### config.mk
export PLATFORM = sky130hd
export DESIGN_NAME = mvu_loop_agu
export DESIGN_NICKNAME = d
export VERILOG_FILES = /design/src/rtl/mvu_loop_agu.sv
export SDC_FILE = /design/constraint.sdc
export NUM_CORES = 1
export LEC_CHECK = 0
export CAP_MARGIN = 15
export CORE_MARGIN = 2
export CORE_UTILIZATION = 40
export DETAILED_ROUTE_END_ITERATION = 10
export DONT_BUFFER_PORTS = 1
export MAX_ROUTING_LAYER = met4
export PLACE_DENSITY = 0.62
export SYNTH_ARGS = -nofsm -noshare
export SYNTH_HDL_FRONTEND = slang
export SYNTH_SLANG_ARGS = --single-unit
### constraint.sdc
create_clock -name clk -period 12.15 [get_ports clk]
set_clock_uncertainty 0.05 [all_clocks]
set_input_delay 1.8225 -clock clk [delete_from_list [all_inputs] [get_ports clk]]
set_output_delay 1.8225 -clock clk [all_outputs]
set_load 0.05 [all_outputs]
### src/rtl/mvu_loop_agu.sv
// mvu_loop_agu: nested-loop address generator/sequencer for one MVU memory stream
// Ports: clk, rst (sync, active-high); start kicks a command built from baseaddr,
// jump (NJUMPS signed jumps), length (NJUMPS-1 loop lengths) and countdown (beats);
// addr/z/valid form the beat, accepted on valid&&ready; busy flags a command, done pulses at the end.
// Optional: MVU_LOOP_AGU_PERF_EN adds stall_cnt, a saturating count of RUN cycles stalled by !ready.
module mvu_loop_agu #(
  parameter int BADDR   = 15,
  parameter int BJUMP   = 15,
  parameter int BLENGTH = 15,
  parameter int NJUMPS  = 5,
  parameter int BCNTDWN = 29
) (
  input  logic                          clk,
  input  logic                          rst,
  input  logic                          start,
  input  logic [BADDR-1:0]              baseaddr,
  input  logic [NJUMPS*BJUMP-1:0]       jump,
  input  logic [(NJUMPS-1)*BLENGTH-1:0] length,
  input  logic [BCNTDWN-1:0]            countdown,
  output logic [BADDR-1:0]              addr,
  output logic [$clog2(NJUMPS)-1:0]     z,
  output logic                          valid,
  input  logic                          ready,
  output logic                          busy,
  output logic                          done
`ifdef MVU_LOOP_AGU_PERF_EN
  ,
  output logic [31:0]                   stall_cnt
`endif
);
  localparam int ZW = $clog2(NJUMPS);
  localparam int NL = NJUMPS - 1;
  typedef enum logic [1:0] {IDLE, RUN, FIN} state_t;
  state_t                      state_q, state_d;
  logic [BADDR-1:0]            addr_q, addr_d;
  logic [ZW-1:0]               z_q, z_d;
  logic [BCNTDWN-1:0]          rem_q, rem_d;
  logic [NJUMPS*BJUMP-1:0]     jump_q, jump_d;
  logic [NL*BLENGTH-1:0]       len_q, len_d;
  logic [BLENGTH-1:0]          cnt_q [NL];
  logic [BLENGTH-1:0]          cnt_d [NL];
  logic [ZW-1:0]               jidx;
  logic signed [BJUMP-1:0]     jsel;
  logic [BADDR-1:0]            jext;
  logic                        accept, beat;
  assign accept = state_q == IDLE && start;
  assign beat   = state_q == RUN && ready;
  assign addr   = addr_q;
  assign z      = z_q;
  assign valid  = state_q == RUN;
  assign busy   = state_q == RUN;
  assign done   = state_q == FIN;
  // Lowest loop level whose counter is still nonzero selects the jump;
  // if every level is exhausted the outermost jump is taken.
  always_comb begin
    jidx = ZW'(NJUMPS - 1);
    for (int l = NL - 1; l >= 0; l--) if (cnt_q[l] != '0) jidx = ZW'(l);
  end
  assign jsel = jump_q[int'(jidx)*BJUMP +: BJUMP];
  assign jext = BADDR'(jsel);
  always_comb begin
    state_d = state_q;
    addr_d  = addr_q;
    z_d     = z_q;
    rem_d   = rem_q;
    jump_d  = jump_q;
    len_d   = len_q;
    cnt_d   = cnt_q;
    if (accept) begin
      state_d = countdown != '0 ? RUN : FIN;
      if (countdown != '0) begin
        jump_d = jump;
        len_d  = length;
        addr_d = baseaddr;
        z_d    = ZW'(NJUMPS - 1);
        rem_d  = countdown;
        for (int l = 0; l < NL; l++) cnt_d[l] = length[l*BLENGTH +: BLENGTH];
      end
    end else if (beat) begin
      rem_d = rem_q - BCNTDWN'(1);
      if (rem_q == BCNTDWN'(1)) state_d = FIN;
      else begin
        addr_d = addr_q + jext;
        z_d    = jidx;
        for (int l = 0; l < NL; l++)
          cnt_d[l] = l < int'(jidx) ? len_q[l*BLENGTH +: BLENGTH] :
                     l == int'(jidx) ? cnt_q[l] - BLENGTH'(1) : cnt_q[l];
      end
    end else if (state_q == FIN) state_d = IDLE;
  end
  always_ff @(posedge clk) begin
    if (rst) begin
      state_q <= IDLE;
      addr_q  <= '0;
      z_q     <= '0;
      rem_q   <= '0;
      jump_q  <= '0;
      len_q   <= '0;
      cnt_q   <= '{default: '0};
    end else begin
      state_q <= state_d;
      addr_q  <= addr_d;
      z_q     <= z_d;
      rem_q   <= rem_d;
      jump_q  <= jump_d;
      len_q   <= len_d;
      cnt_q   <= cnt_d;
    end
  end
`ifdef MVU_LOOP_AGU_PERF_EN
  logic [31:0] stall_q, stall_d;
  assign stall_cnt = stall_q;
  always_comb stall_d = accept ? '0 : (state_q == RUN && !ready && stall_q != '1) ? stall_q + 32'd1 : stall_q;
  always_ff @(posedge clk) begin
    if (rst) stall_q <= '0;
    else stall_q <= stall_d;
  end
`endif
endmodule
==> impl_metrics.prom, run 1 <==
# TYPE chip_impl_metric gauge
chip_impl_info{name="outcome",value="finished clean"} 1
chip_impl_metric{name="synth_area",unit="mm^2"} 0.0128
chip_impl_metric{name="detailedRoute.firstIterationViolations",unit=""} 832
chip_impl_metric{name="number_of_global_route_vias_before_repair",unit=""} 11100
chip_impl_metric{name="stdcell_count",unit=""} 2065
chip_impl_metric{name="max_cap_viol_count",unit=""} 0
chip_impl_metric{name="chipWidth",unit="um"} 183
chip_impl_info{name="reg2reg_from",value="cnt_q[45]$_SDFFE_PP0P_"} 1
chip_impl_metric{name="final_area",unit="mm^2"} 0.0140
chip_impl_metric{name="route.vias.total",unit=""} 11900
chip_impl_metric{name="grt_first_pass_wirelength",unit="um"} 59800
chip_impl_metric{name="power_report.internal_total",unit="mW"} 1.60
chip_impl_metric{name="synthToLayoutAreaGrowth",unit="%"} 8.96
chip_impl_metric{name="synthDistinctLibCells",unit=""} 62
chip_impl_metric{name="nFillCells",unit=""} 3258
chip_impl_metric{name="dp.cells",unit=""} 2008
chip_impl_metric{name="timing.slew.headroom",unit="%"} 21.2
chip_impl_metric{name="cp.arrival",unit="ps"} 5770
chip_impl_info{name="globalRoute.busiestLayer",value="met2"} 1
chip_impl_info{name="hold_path.startpoint",value="jump_q[29]$_SDFFE_PP0P_"} 1
chip_impl_info{name="yosys-top-cells-count",value="380 x sky130_fd_sc_hd__nand2_1, 244 x sky130_fd_sc_hd__dfxtp_1, 234 x sky130_fd_sc_hd__a21oi_1"} 1
chip_impl_metric{name="antenna_left",unit=""} 0
chip_impl_metric{name="place.detailed.hpwl",unit="um"} 25600
chip_impl_metric{name="worstPathMaxFanout",unit=""} 35
chip_impl_metric{name="total_grt_usage",unit="%"} 22.7
chip_impl_info{name="chain_of_cells_forming_the_critical_path",value="inv_1, ha_1, nor4b_1, nand4_1, buf_4, o211ai_1, a311oi_1, a21oi_1, a21oi_1, ha_1, fa_1, a211oi_1, o21bai_1, a41oi_1, o21ai_0, a31oi_1, xnor2_1, a221oi_2"} 1
chip_impl_metric{name="synth-adder-area-share",unit="%"} 2.60
chip_impl_metric{name="first_pass_iters",unit=""} 5
chip_impl_metric{name="design.portCount",unit=""} 204
chip_impl_info{name="path_class",value="reg -> reg"} 1
chip_impl_metric{name="p_sw_share",unit="%"} 32.1
chip_impl_metric{name="detail_route.wirelength",unit="um"} 37800
chip_impl_metric{name="clock_tree.buffer_depth",unit=""} 3
chip_impl_metric{name="pwr-share-comb",unit="%"} 22.0
chip_impl_metric{name="seqCellArea",unit="mm^2"} 0.00488
chip_impl_metric{name="post_cts_resize_count",unit=""} 0
chip_impl_metric{name="synth.mux.area_fraction",unit="%"} 0.156
chip_impl_metric{name="yosys.area_share.xor_xnor",unit="%"} 3.69
chip_impl_metric{name="floorplan.die.height",unit="um"} 183
chip_impl_metric{name="fin_util",unit="%"} 44.2
chip_impl_metric{name="drt-vias-per-instance",unit=""} 5.76
chip_impl_metric{name="synth_top_cell_area_share",unit="%"} 38.1
chip_impl_metric{name="finish.net_count",unit=""} 1846
chip_impl_metric{name="cts_made_buffers",unit=""} 29
chip_impl_metric{name="yosys_warnings",unit=""} 0
chip_impl_info{name="rsz0062_at_grt",value="false"} 1
chip_impl_info{name="synth.largest_area_cell",value="sky130_fd_sc_hd__dfxtp_1"} 1
chip_impl_metric{name="clk_latency_worst_skew_pair",unit="ps"} 560
chip_impl_metric{name="post_dp_cell_area",unit="mm^2"} 0.0130
chip_impl_info{name="holdCritPathClass",value="reg -> reg"} 1
chip_impl_metric{name="fin_tns_setup",unit="ps"} 0
chip_impl_info{name="postSynth.topFlopCell",value="sky130_fd_sc_hd__dfxtp_1"} 1
chip_impl_metric{name="multiInputGateArea",unit="mm^2"} 0.00736
chip_impl_info{name="cp-end-kind",value="flip-flop"} 1
chip_impl_metric{name="power.net_switching",unit="uW"} 759
chip_impl_metric{name="post-cts-setup-buffers",unit=""} 0
chip_impl_info{name="yosys.cell_count.top_type",value="sky130_fd_sc_hd__nand2_1"} 1
chip_impl_metric{name="power_frac_seq",unit="%"} 40.2
chip_impl_info{name="cts.root.buffer_cell",value="sky130_fd_sc_hd__clkbuf_16"} 1
chip_impl_metric{name="globalRoute.totalOverflow",unit=""} 0
chip_impl_metric{name="max_freq",unit="GHz"} 0.187
chip_impl_info{name="dominant_combinational_cell_family_by_area_after_synthesis",value="compound AO/OA/AOI/OAI gates"} 1
chip_impl_metric{name="post_synth_simple_gate_area",unit="%"} 24.8
chip_impl_metric{name="placement.setup.worst_slack",unit="ps"} 6830
chip_impl_metric{name="met3_usage",unit="%"} 4.63
chip_impl_metric{name="whs_path_depth",unit=""} 2
chip_impl_metric{name="ys_ff_latch",unit=""} 244
chip_impl_metric{name="cts_htree_levels",unit=""} 1
chip_impl_info{name="synth_top_cells_by_area",value="sky130_fd_sc_hd__dfxtp_1 38%, sky130_fd_sc_hd__nand2_1 11%, sky130_fd_sc_hd__a21oi_1 9.1%"} 1
chip_impl_metric{name="layout_worst_path_cycle_share",unit="%"} 44.0
chip_impl_info{name="r2r_end",value="addr[14]$_SDFFE_PP0P_"} 1
chip_impl_metric{name="post_route_cells_drive_above_1_share",unit="%"} 6.39
chip_impl_metric{name="design.die.area",unit="mm^2"} 0.0335
chip_impl_metric{name="place.port_buffers",unit=""} 0
chip_impl_metric{name="clockPowerShare",unit="%"} 37.8
chip_impl_metric{name="syn_area_per_cell",unit="um^2"} 7.44
chip_impl_metric{name="maximum_number_of_pins_on_one_net_before_global_route_repair",unit=""} 241
chip_impl_metric{name="postCtsHoldBufs",unit=""} 0
chip_impl_metric{name="clk_pin_slew_worst_paths",unit="ps"} 60
chip_impl_metric{name="critical-path-max-stage-delay",unit="ps"} 710
chip_impl_metric{name="timing.final.setup_violations",unit=""} 0
chip_impl_metric{name="synth-async-reset-ratio",unit="%"} 0
chip_impl_metric{name="critPathRequiredTime",unit="ps"} 12570
chip_impl_metric{name="gp_congestion",unit=""} 0.885
chip_impl_metric{name="worst_pin_slew",unit="ps"} 1180
chip_impl_metric{name="tritoncts_num_sinks",unit=""} 244
chip_impl_metric{name="grt_met1_use",unit="%"} 29.9
chip_impl_metric{name="synth-seq-area-share",unit="%"} 38.1
chip_impl_info{name="cts_tree",value="done"} 1
chip_impl_metric{name="postSynthNetCount",unit=""} 1931
chip_impl_metric{name="drcViolationCount",unit=""} 0
chip_impl_info{name="min_to",value="jump_q[29]$_SDFFE_PP0P_"} 1
chip_impl_metric{name="worst_r2r_path_depth",unit=""} 18
chip_impl_metric{name="rows",unit=""} 65
chip_impl_metric{name="globalRouteMet2Util",unit="%"} 35.8
chip_impl_metric{name="synth-compound-area-share",unit="%"} 25.8
chip_impl_metric{name="wl_per_cell",unit="um"} 18.3
chip_impl_metric{name="synth_cells",unit=""} 1722
chip_impl_metric{name="total_power",unit="mW"} 2.36
chip_impl_info{name="crit_slowest_cell",value="sky130_fd_sc_hd__nand4_1"} 1
chip_impl_metric{name="p_per_area",unit="mW/mm^2"} 169
chip_impl_metric{name="maximum_vdd_drop",unit="uV"} 108
chip_impl_info{name="timing.critical_path.from_type",value="flip-flop"} 1
chip_impl_metric{name="post_synth_edffs",unit=""} 0
chip_impl_metric{name="core_area",unit="mm^2"} 0.0316
chip_impl_metric{name="tightest_hold_margin",unit="ps"} 397
chip_impl_metric{name="timing.final.max_slew_violations",unit=""} 0
chip_impl_metric{name="initial_utilization",unit="%"} 40.6
chip_impl_metric{name="period_minus_slack",unit="ps"} 5350
chip_impl_metric{name="antenna_violations_before_repair",unit=""} 3
chip_impl_metric{name="timing.reg2reg.setup_slack",unit="ps"} 6800
chip_impl_metric{name="hold_viol",unit=""} 0
chip_impl_metric{name="worst_slack",unit="ps"} 6800
chip_impl_metric{name="p_leak",unit="nW"} 5.01
area by class of cell:
class	instances	area share [%]
clock inverter	13	0.942
multi-input combinational	1328	52.8
timing repair buffer	20	1.08
tap	402	3.61
antenna	3	0.0538
sequential	244	35.0
clock buffer	41	6.17
inverter	14	0.377
critical path: cells and delay by family (launching register included):
family / cells / cell delay (ps)
AOI/OAI and AO/OA: 10 / 2150
DFF: 1 / 330
xor gates and xnor gates: 1 / 100
adders and majority gates: 3 / 810
and+or+nand+nor: 2 / 1210
buffers and inverters: 2 / 620
layer usage:
metal / vias to the layer above / share of wire, %
met5: - / 0
met4: 0 / 2.2
met3: 56 / 6.3
met2: 327 / 46
met1: 5565 / 46
li1: 5940 / -
power groups by stage:
| stage | clock network [mW] | logic [mW] | registers (mW) |
|---|---|---|---|
| 2_1_floorplan | 0 | 0.434 | 0.946 |
| 3_3_place_gp | 0 | 0.513 | 0.964 |
| 3_5_place_dp | 0 | 0.519 | 0.966 |
| 4_1_cts | 0.913 | 0.522 | 0.949 |
| 5_1_grt | 0.949 | 0.589 | 0.957 |
| 6_report | 0.893 | 0.521 | 0.949 |
cells by family after synthesis:
logic type,Yosys count
AO/OA/AOI/OAI,517
XOR/XNOR,54
adder cells (fa/ha/maj),26
buffers and inverters,150
flip-flops,244
multiplexers,2
AND/OR/NAND/NOR,729
cell usage in the layout (no fill, tap or decap), drive strengths merged, types with 20 or more instances in the layout:
cell,instances
ha,25
a21oi,237
a211oi,122
o211ai,22
clkbuf,41
xnor2,37
nor4,27
nor3,46
nor2,193
o21ai,48
a311oi,26
nand2,380
buf,20
dfxtp,244
sequential cells by signal, indices dropped and copies added, names as in the netlist:
signal / count
jump_q: 75
len_q: 60
z: 3
cnt_q: 60
rem_q: 29
addr: 15
state_q: 2
worst max path at each step:
stage                                start  slack (ps)                     to  depth (start not counted)
finish              cnt_q[45]$_SDFFE_PP0P_        6800  addr[14]$_SDFFE_PP0P_                         18
global placement    cnt_q[45]$_SDFFE_PP0P_        6970  addr[14]$_SDFFE_PP0P_                         18
floorplan            cnt_q[0]$_SDFFE_PP0P_        7480  addr[13]$_SDFFE_PP0P_                         18
global route        cnt_q[46]$_SDFFE_PP0P_        6210  addr[14]$_SDFFE_PP0P_                         18
detailed placement  cnt_q[45]$_SDFFE_PP0P_        6830  addr[14]$_SDFFE_PP0P_                         18
CTS                 cnt_q[45]$_SDFFE_PP0P_        6790  addr[14]$_SDFFE_PP0P_                         18
Note: power is estimated with default switching activity, not from simulation.
==> inputs of run 2 (changes only) <==
ABC_AREA = 1   (was not set)
clock period = 5.6 ns   (was 12.15 ns; I/O delays follow)
==> run 2 against run 1 <==
- clock power rose by 130%
- critical path depth rose by 5
- setup slack got worse by 5600 ps
- maximum frequency rose by 21%
- sequential cell count did not move
- cell count rose by 11%
==> impl_metrics.prom, run 2 <==
# TYPE chip_impl_metric gauge
chip_impl_info{name="outcome",value="finished clean"} 1
chip_impl_metric{name="synth-seq-area-share",unit="%"} 37.0
chip_impl_metric{name="p_per_area",unit="mW/mm^2"} 457
chip_impl_metric{name="globalRoute.totalOverflow",unit=""} 0
chip_impl_metric{name="place.detailed.hpwl",unit="um"} 27600
chip_impl_metric{name="maximum_number_of_pins_on_one_net_before_global_route_repair",unit=""} 111
chip_impl_metric{name="postSynthNetCount",unit=""} 2116
chip_impl_metric{name="synthToLayoutAreaGrowth",unit="%"} 9.09
chip_impl_metric{name="post_synth_edffs",unit=""} 0
chip_impl_metric{name="number_of_flip_flops_in_the_largest_register",unit=""} 75
chip_impl_metric{name="cts_made_buffers",unit=""} 28
chip_impl_metric{name="max_freq",unit="GHz"} 0.226
chip_impl_metric{name="detailedRoute.firstIterationViolations",unit=""} 792
chip_impl_metric{name="maximum_vdd_drop",unit="uV"} 243
chip_impl_metric{name="post_route_cells_drive_above_1_share",unit="%"} 6.52
chip_impl_metric{name="synth_cells",unit=""} 1907
chip_impl_metric{name="tightest_hold_margin",unit="ps"} 340
chip_impl_info{name="cts.root.buffer_cell",value="sky130_fd_sc_hd__clkbuf_16"} 1
chip_impl_metric{name="hold_viol",unit=""} 0
chip_impl_metric{name="synth_area",unit="mm^2"} 0.0132
chip_impl_metric{name="clock_tree.buffer_depth",unit=""} 3
chip_impl_metric{name="timing.final.setup_violations",unit=""} 0
chip_impl_metric{name="place.port_buffers",unit=""} 0
chip_impl_metric{name="route.vias.total",unit=""} 12500
chip_impl_metric{name="floorplan.die.height",unit="um"} 186
chip_impl_metric{name="post_dp_cell_area",unit="mm^2"} 0.0134
chip_impl_metric{name="total_grt_usage",unit="%"} 23.0
chip_impl_metric{name="timing.final.max_slew_violations",unit=""} 0
chip_impl_info{name="reg2reg_from",value="cnt_q[35]$_SDFFE_PP0P_"} 1
chip_impl_info{name="postSynth.topFlopCell",value="sky130_fd_sc_hd__dfxtp_1"} 1
chip_impl_metric{name="post_cts_resize_count",unit=""} 0
chip_impl_metric{name="max_cap_viol_count",unit=""} 0
chip_impl_info{name="timing.critical_path.from_type",value="flip-flop"} 1
chip_impl_metric{name="p_leak",unit="nW"} 5.93
chip_impl_info{name="path_class",value="reg -> reg"} 1
chip_impl_metric{name="timing.reg2reg.setup_slack",unit="ps"} 1180
chip_impl_metric{name="clk_latency_worst_skew_pair",unit="ps"} 570
chip_impl_info{name="yosys-top-cells-count",value="364 x sky130_fd_sc_hd__nor2_1, 262 x sky130_fd_sc_hd__o21ai_0, 244 x sky130_fd_sc_hd__dfxtp_1"} 1
chip_impl_info{name="most-common-layout-cells",value="362 x sky130_fd_sc_hd__nor2_1, 262 x sky130_fd_sc_hd__o21ai_0, 244 x sky130_fd_sc_hd__dfxtp_1"} 1
chip_impl_metric{name="clk_pin_slew_worst_paths",unit="ps"} 60
chip_impl_metric{name="synth-async-reset-ratio",unit="%"} 0
chip_impl_metric{name="design.die.area",unit="mm^2"} 0.0345
chip_impl_metric{name="antenna_left",unit=""} 0
chip_impl_metric{name="synth_top_cell_area_share",unit="%"} 37.0
chip_impl_metric{name="rows",unit=""} 66
chip_impl_info{name="yosys.cell_count.top_type",value="sky130_fd_sc_hd__nor2_1"} 1
chip_impl_metric{name="worst_pin_slew",unit="ps"} 1110
chip_impl_metric{name="cp.arrival",unit="ps"} 4810
chip_impl_metric{name="ys_ff_latch",unit=""} 244
chip_impl_info{name="largest_register",value="jump_q"} 1
chip_impl_metric{name="multiInputGateArea",unit="mm^2"} 0.00729
chip_impl_info{name="synth.largest_area_cell",value="sky130_fd_sc_hd__dfxtp_1"} 1
chip_impl_info{name="hold_path.startpoint",value="rst"} 1
chip_impl_metric{name="yosys_warnings",unit=""} 0
chip_impl_metric{name="nFillCells",unit=""} 3426
chip_impl_metric{name="period_minus_slack",unit="ps"} 4420
chip_impl_metric{name="drcViolationCount",unit=""} 0
chip_impl_metric{name="layout_worst_path_cycle_share",unit="%"} 79.0
chip_impl_metric{name="drt-vias-per-instance",unit=""} 5.42
chip_impl_info{name="rsz0062_at_grt",value="false"} 1
chip_impl_metric{name="wl_per_cell",unit="um"} 17.4
chip_impl_metric{name="post-cts-setup-buffers",unit=""} 0
chip_impl_metric{name="finish.net_count",unit=""} 2044
chip_impl_info{name="mostFrequentLayoutCell",value="sky130_fd_sc_hd__nor2_1"} 1
chip_impl_metric{name="antenna_violations_before_repair",unit=""} 3
chip_impl_metric{name="whs_path_depth",unit=""} 1
chip_impl_metric{name="seqCellArea",unit="mm^2"} 0.00488
chip_impl_metric{name="design.portCount",unit=""} 204
chip_impl_metric{name="postCtsHoldBufs",unit=""} 0
chip_impl_metric{name="final_area",unit="mm^2"} 0.0144
chip_impl_info{name="cp-end-kind",value="flip-flop"} 1
chip_impl_metric{name="critPathRequiredTime",unit="ps"} 5990
chip_impl_info{name="synth_top_cells_by_area",value="sky130_fd_sc_hd__dfxtp_1 37%, sky130_fd_sc_hd__nor2_1 10%, sky130_fd_sc_hd__o21ai_0 9.9%"} 1
chip_impl_metric{name="grt_first_pass_wirelength",unit="um"} 61800
chip_impl_info{name="min_to",value="rem_q[16]$_SDFFE_PP0P_"} 1
chip_impl_metric{name="detail_route.wirelength",unit="um"} 40100
chip_impl_metric{name="core_area",unit="mm^2"} 0.0325
chip_impl_metric{name="cts_htree_levels",unit=""} 1
chip_impl_metric{name="worstPathMaxFanout",unit=""} 32
chip_impl_metric{name="chipWidth",unit="um"} 186
chip_impl_info{name="holdCritPathClass",value="in -> reg"} 1
chip_impl_metric{name="timing.slew.headroom",unit="%"} 25.9
chip_impl_metric{name="number_of_global_route_vias_before_repair",unit=""} 11600
chip_impl_metric{name="tritoncts_num_sinks",unit=""} 244
chip_impl_metric{name="gp_congestion",unit=""} 0.875
chip_impl_metric{name="initial_utilization",unit="%"} 40.6
chip_impl_metric{name="syn_area_per_cell",unit="um^2"} 6.93
chip_impl_metric{name="worst_r2r_path_depth",unit=""} 23
chip_impl_info{name="cts_tree",value="done"} 1
chip_impl_info{name="r2r_end",value="addr[12]$_SDFFE_PP0P_"} 1
chip_impl_metric{name="fin_tns_setup",unit="ps"} 0
chip_impl_info{name="reg_top3",value="jump_q (75), cnt_q (60), len_q (60)"} 1
chip_impl_metric{name="synthDistinctLibCells",unit=""} 59
chip_impl_metric{name="first_pass_iters",unit=""} 5
## run 2: through the flow
stage	util, %	worst slack [ps]	std cells	power, mW
final	44.3	1180	2302	6.58
after global routing	44.3	733	2302	7.03
after CTS	44.3	1270	2299	6.62
after detailed placement	41.0	1300	2247	4.54
after global placement	41.0	1380	2247	4.51
after floorplan	-	2040	1907	4.08
## run 2: final cells by class
type                       count  share of cell area, %
timing repair buffer           9                  0.469
inverter                     141                   3.83
sequential                   244                   33.9
clock inverter                14                   1.68
multi-input combinational   1411                   50.6
clock buffer                  38                   5.61
tap                          442                   3.84
antenna                        3                 0.0521
## run 2: worst max path at each step
stage / start / cells after the start / slack [ps] / to
5_1_grt: cnt_q[35]$_SDFFE_PP0P_ / 23 / 730 / addr[12]$_SDFFE_PP0P_
3_5_place_dp: cnt_q[34]$_SDFFE_PP0P_ / 23 / 1300 / addr[12]$_SDFFE_PP0P_
2_1_floorplan: cnt_q[15]$_SDFFE_PP0P_ / 24 / 2040 / addr[12]$_SDFFE_PP0P_
6_report: cnt_q[35]$_SDFFE_PP0P_ / 23 / 1180 / addr[12]$_SDFFE_PP0P_
4_1_cts: cnt_q[34]$_SDFFE_PP0P_ / 23 / 1270 / addr[12]$_SDFFE_PP0P_
3_3_place_gp: cnt_q[35]$_SDFFE_PP0P_ / 23 / 1380 / addr[12]$_SDFFE_PP0P_
## run 2: metal layers
layer  part of all wire, %  wire length [um]  GRT usage, %  vias up
li1                      -                 -             -     6298
met1                    44             17700          29.3     5798
met2                    45             18100          36.4      326
met3                   8.3              3340          6.01       60
met4                   2.3               920          5.76        0
met5                     0                 0             -        -
## run 2: logic make-up after synthesis
group,synth area share (%)
adders and majority gates,2.52
xor gates and xnor gates,3.25
AOI/OAI and AO/OA,25.1
DFF,37.0
and+or+nand+nor,24.2
buffers and inverters,7.96
## run 2: power breakdown
group / internal [mW] / switching, mW / total, mW
logic: 0.756 / 1.43 / 2.18
clock network: 1.29 / 0.769 / 2.06
registers: 2.02 / 0.317 / 2.34
total: 4.07 / 2.51 / 6.58
## run 2: worst max-delay path, stage by stage (launching register included)
cell                       delay [ps]
sky130_fd_sc_hd__dfxtp_1          330
sky130_fd_sc_hd__inv_1             80
sky130_fd_sc_hd__nand2_1           90
sky130_fd_sc_hd__nor2_1           180
sky130_fd_sc_hd__nand2_1          110
sky130_fd_sc_hd__nor2_2           540
sky130_fd_sc_hd__nand2_1          180
sky130_fd_sc_hd__nand2_2          490
sky130_fd_sc_hd__inv_1            230
sky130_fd_sc_hd__nand2_1          120
sky130_fd_sc_hd__nand2_1           50
sky130_fd_sc_hd__a21oi_1          130
sky130_fd_sc_hd__o31ai_1          100
sky130_fd_sc_hd__ha_1             350
sky130_fd_sc_hd__nand3_1          100
sky130_fd_sc_hd__nand3_1          130
sky130_fd_sc_hd__a21oi_1          290
sky130_fd_sc_hd__nor2_1           100
sky130_fd_sc_hd__o21ai_0          160
sky130_fd_sc_hd__nand2_1           80
sky130_fd_sc_hd__a21oi_1          120
sky130_fd_sc_hd__o21ai_0          130
sky130_fd_sc_hd__o211ai_1          90
sky130_fd_sc_hd__a21oi_1           80
==> inputs of run 3 (changes only) <==
PLACE_DENSITY = 0.64   (was 0.62)
clock period = 3.5 ns   (was 5.6 ns; I/O delays follow)
==> run 3 against run 2 <==
- die area is the same
- routed wire length grew 5.8%
- clock power grew 61%
- via count grew 3.0%
- sequential share of layout area shrank 2.0 points
- hold slack lost 330 ps
- setup slack lost 1100 ps
- global-route usage grew 1.4 points
- sequential cell count is the same
- register-to-register slack lost 1100 ps
- cell count grew 2.9%
- utilization grew 2.9 points
- critical path type unchanged
- critical endpoint is now addr[11]$_SDFFE_PP0P_
- largest power group is now combinational cells
==> impl_metrics.prom, run 3 (synthesized netlist as in run 2, its figures left out) <==
# TYPE chip_impl_metric gauge
chip_impl_metric{name="grt_first_pass_wirelength",unit="um"} 65200
chip_impl_metric{name="fin_tns_setup",unit="ps"} 0
chip_impl_info{name="r2r_end",value="addr[11]$_SDFFE_PP0P_"} 1
chip_impl_info{name="timing.critical_path.from_type",value="flip-flop"} 1
chip_impl_metric{name="initial_utilization",unit="%"} 40.6
chip_impl_metric{name="final_area",unit="mm^2"} 0.0153
chip_impl_info{name="holdCritPathClass",value="in -> reg"} 1
chip_impl_metric{name="p_per_area",unit="mW/mm^2"} 723
chip_impl_metric{name="whs_path_depth",unit=""} 1
chip_impl_info{name="cp-end-kind",value="flip-flop"} 1
chip_impl_metric{name="drt-vias-per-instance",unit=""} 5.43
chip_impl_metric{name="maximum_vdd_drop",unit="uV"} 360
chip_impl_metric{name="path_buf_inv",unit=""} 5
chip_impl_metric{name="first_pass_iters",unit=""} 5
chip_impl_metric{name="placement.setup.worst_slack",unit="ps"} -83.5
chip_impl_info{name="reg_top3",value="jump_q (75), cnt_q (60), len_q (60)"} 1
chip_impl_metric{name="clk_latency_worst_skew_pair",unit="ps"} 550
chip_impl_metric{name="gp_congestion",unit=""} 0.966
chip_impl_metric{name="number_of_flip_flops_in_the_largest_register",unit=""} 75
chip_impl_info{name="most-common-layout-cells",value="354 x sky130_fd_sc_hd__nor2_1, 256 x sky130_fd_sc_hd__o21ai_0, 243 x sky130_fd_sc_hd__dfxtp_1"} 1
chip_impl_metric{name="power_report.internal_total",unit="mW"} 6.85
chip_impl_info{name="crit_slowest_cell",value="sky130_fd_sc_hd__ha_1"} 1
chip_impl_metric{name="design.die.area",unit="mm^2"} 0.0345
chip_impl_metric{name="antenna_left",unit=""} 0
chip_impl_info{name="cts.root.buffer_cell",value="sky130_fd_sc_hd__clkbuf_16"} 1
chip_impl_metric{name="p_leak",unit="nW"} 6.38
chip_impl_info{name="hold_path.startpoint",value="rst"} 1
chip_impl_metric{name="hold_viol",unit=""} 0
chip_impl_info{name="critPathLaunch",value="cnt_q[16]$_SDFFE_PP0P_"} 1
chip_impl_metric{name="detail_route.wirelength",unit="um"} 42400
chip_impl_info{name="rsz0062_at_grt",value="true"} 1
chip_impl_metric{name="design.portCount",unit=""} 204
chip_impl_metric{name="number_of_global_route_vias_before_repair",unit=""} 12100
chip_impl_metric{name="power_frac_seq",unit="%"} 33.4
chip_impl_metric{name="period_minus_slack",unit="ps"} 3460
chip_impl_metric{name="timing.final.setup_violations",unit=""} 0
chip_impl_info{name="reg2reg_from",value="cnt_q[16]$_SDFFE_PP0P_"} 1
chip_impl_metric{name="drcViolationCount",unit=""} 0
chip_impl_metric{name="tritoncts_num_sinks",unit=""} 244
chip_impl_metric{name="max_cap_viol_count",unit=""} 0
chip_impl_metric{name="post_dp_cell_area",unit="mm^2"} 0.0138
chip_impl_info{name="path_class",value="reg -> reg"} 1
chip_impl_metric{name="pwr-share-comb",unit="%"} 36.6
chip_impl_metric{name="max_freq",unit="GHz"} 0.289
chip_impl_metric{name="timing.final.max_slew_violations",unit=""} 0
chip_impl_metric{name="core_area",unit="mm^2"} 0.0325
chip_impl_metric{name="cts_htree_levels",unit=""} 1
chip_impl_metric{name="critical-path-max-stage-delay",unit="ps"} 350
chip_impl_metric{name="cts_made_buffers",unit=""} 28
chip_impl_metric{name="crit_cells",unit=""} 24
chip_impl_metric{name="rows",unit=""} 66
chip_impl_info{name="cts_tree",value="done"} 1
chip_impl_metric{name="maximum_number_of_pins_on_one_net_before_global_route_repair",unit=""} 111
chip_impl_metric{name="synthToLayoutAreaGrowth",unit="%"} 16.1
chip_impl_metric{name="worstPathMaxFanout",unit=""} 13
chip_impl_metric{name="p_sw_share",unit="%"} 38.2
chip_impl_metric{name="critPathRequiredTime",unit="ps"} 3930
chip_impl_info{name="chain_of_cells_forming_the_critical_path",value="inv_2, ha_4, inv_2, nor2_2, nand3_2, nor2_8, nand2_4, nor2_1, inv_1, buf_12, o22ai_1, o31ai_2, ha_1, a21oi_2, nand2_2, a21oi_4, nor2_1, inv_1, nand3_2, nand2_2, o21ai_4, a21oi_2, o21ai_1, a21oi_1"} 1
chip_impl_metric{name="finish.net_count",unit=""} 2112
chip_impl_metric{name="tightest_hold_margin",unit="ps"} 14.4
chip_impl_metric{name="fin_util",unit="%"} 47.1
chip_impl_info{name="min_to",value="len_q[51]$_SDFFE_PP0P_"} 1
chip_impl_metric{name="detailedRoute.firstIterationViolations",unit=""} 957
chip_impl_metric{name="layout_worst_path_cycle_share",unit="%"} 98.7
chip_impl_metric{name="clk_pin_slew_worst_paths",unit="ps"} 60
chip_impl_metric{name="dp.cells",unit=""} 2301
chip_impl_metric{name="clockPowerShare",unit="%"} 29.9
chip_impl_metric{name="timing.reg2reg.setup_slack",unit="ps"} 40
chip_impl_metric{name="wl_per_cell",unit="um"} 17.9
chip_impl_metric{name="total_grt_usage",unit="%"} 24.4
chip_impl_metric{name="stdcell_count",unit=""} 2369
chip_impl_metric{name="worst_pin_slew",unit="ps"} 1150
chip_impl_info{name="outcome",value="finished clean"} 1
chip_impl_info{name="largest_register",value="jump_q"} 1
chip_impl_metric{name="worst_r2r_path_depth",unit=""} 24
chip_impl_metric{name="route.vias.total",unit=""} 12900
chip_impl_metric{name="floorplan.die.height",unit="um"} 186
chip_impl_metric{name="cp.arrival",unit="ps"} 3890
chip_impl_metric{name="timing.slew.headroom",unit="%"} 23.5
chip_impl_metric{name="post_route_cells_drive_above_1_share",unit="%"} 13.0
chip_impl_metric{name="antenna_violations_before_repair",unit=""} 1
chip_impl_metric{name="total_power",unit="mW"} 11.1
chip_impl_info{name="dominant_delay_contributor_by_cell_family_on_the_critical_path",value="compound AO/OA/AOI/OAI gates"} 1
chip_impl_metric{name="globalRoute.totalOverflow",unit=""} 0
chip_impl_metric{name="power.net_switching",unit="mW"} 4.24
chip_impl_metric{name="place.detailed.hpwl",unit="um"} 28400
chip_impl_metric{name="chipWidth",unit="um"} 186
chip_impl_metric{name="worst_slack",unit="ps"} 44.8
chip_impl_info{name="mostFrequentLayoutCell",value="sky130_fd_sc_hd__nor2_1"} 1
chip_impl_metric{name="place.port_buffers",unit=""} 0
chip_impl_metric{name="clock_tree.buffer_depth",unit=""} 3
-- run 3: cell types whose count changed in the layout (fill, tap and decap cells not counted), sizes merged --
cell	before	now
buf	9	74
clkbuf	38	39
clkinv	4	5
clkinvlp	4	2
diode	3	2
dlygate4sd3	0	3
-- run 3: what timing repair did --
item,4_1_cts,5_1_grt
pin swaps,2,36
endpoints found under the hold margin,40,12
endpoints found under the setup margin,3,10
cloned,0,0
hold buffers,3,1
setup buffers,1,9
resized for setup,4,83
-- run 3: metal layers --
layer / up-vias / part of all wire, % / GRT usage, %
li1: 6419 / - / -
met1: 5961 / 43 / 30.3
met2: 415 / 47 / 39.9
met3: 64 / 7.7 / 5.17
met4: 0 / 2.8 / 7.06
met5: - / 0 / -
-- run 3: how the worst max path moves through the flow --
stage	endpoint	slack, ps
after floorplan	addr[12]$_SDFFE_PP0P_	10
after global placement	addr[11]$_SDFFE_PP0P_	70
after detailed placement	addr[11]$_SDFFE_PP0P_	-80
after CTS	addr[11]$_SDFFE_PP0P_	10
after global routing	addr[11]$_SDFFE_PP0P_	-160
final	addr[11]$_SDFFE_PP0P_	40
-- run 3: worst register-to-register path, cell delays in order, from the launching register on --
cell                      delay [ps]
sky130_fd_sc_hd__dfxtp_2         330
sky130_fd_sc_hd__inv_2            80
sky130_fd_sc_hd__ha_4            150
sky130_fd_sc_hd__inv_2            30
sky130_fd_sc_hd__nor2_2          100
sky130_fd_sc_hd__nand3_2         120
sky130_fd_sc_hd__nor2_8          230
sky130_fd_sc_hd__nand2_4          90
sky130_fd_sc_hd__nor2_1          120
sky130_fd_sc_hd__inv_1           110
sky130_fd_sc_hd__buf_12          160
sky130_fd_sc_hd__o22ai_1         190
sky130_fd_sc_hd__o31ai_2          90
sky130_fd_sc_hd__ha_1            350
sky130_fd_sc_hd__a21oi_2         180
sky130_fd_sc_hd__nand2_2         100
sky130_fd_sc_hd__a21oi_4         170
sky130_fd_sc_hd__nor2_1           60
sky130_fd_sc_hd__inv_1            80
sky130_fd_sc_hd__nand3_2          80
sky130_fd_sc_hd__nand2_2         120
sky130_fd_sc_hd__o21ai_4          80
sky130_fd_sc_hd__a21oi_2         150
sky130_fd_sc_hd__o21ai_1          80
sky130_fd_sc_hd__a21oi_1         130
-- run 3: power groups by stage --
stage / clock network, mW / registers [mW] / logic (mW)
after floorplan: 0 / 3.67 / 2.86
after global placement: 0 / 3.74 / 3.68
after detailed placement: 0 / 3.75 / 3.74
after CTS: 3.39 / 3.69 / 3.81
after global routing: 3.49 / 3.76 / 4.57
final: 3.32 / 3.71 / 4.06
-- run 3: final cells by class --
cell class | count | area, um^2
diodes | 2 | 5.00
clock inverters | 13 | 224
well taps | 442 | 553
fillers | 3357 | 17200
clock buffers | 39 | 833
repair buffers | 77 | 672
flip-flops and latches | 244 | 4890
inverters | 141 | 554
multi-input cells | 1411 | 7610
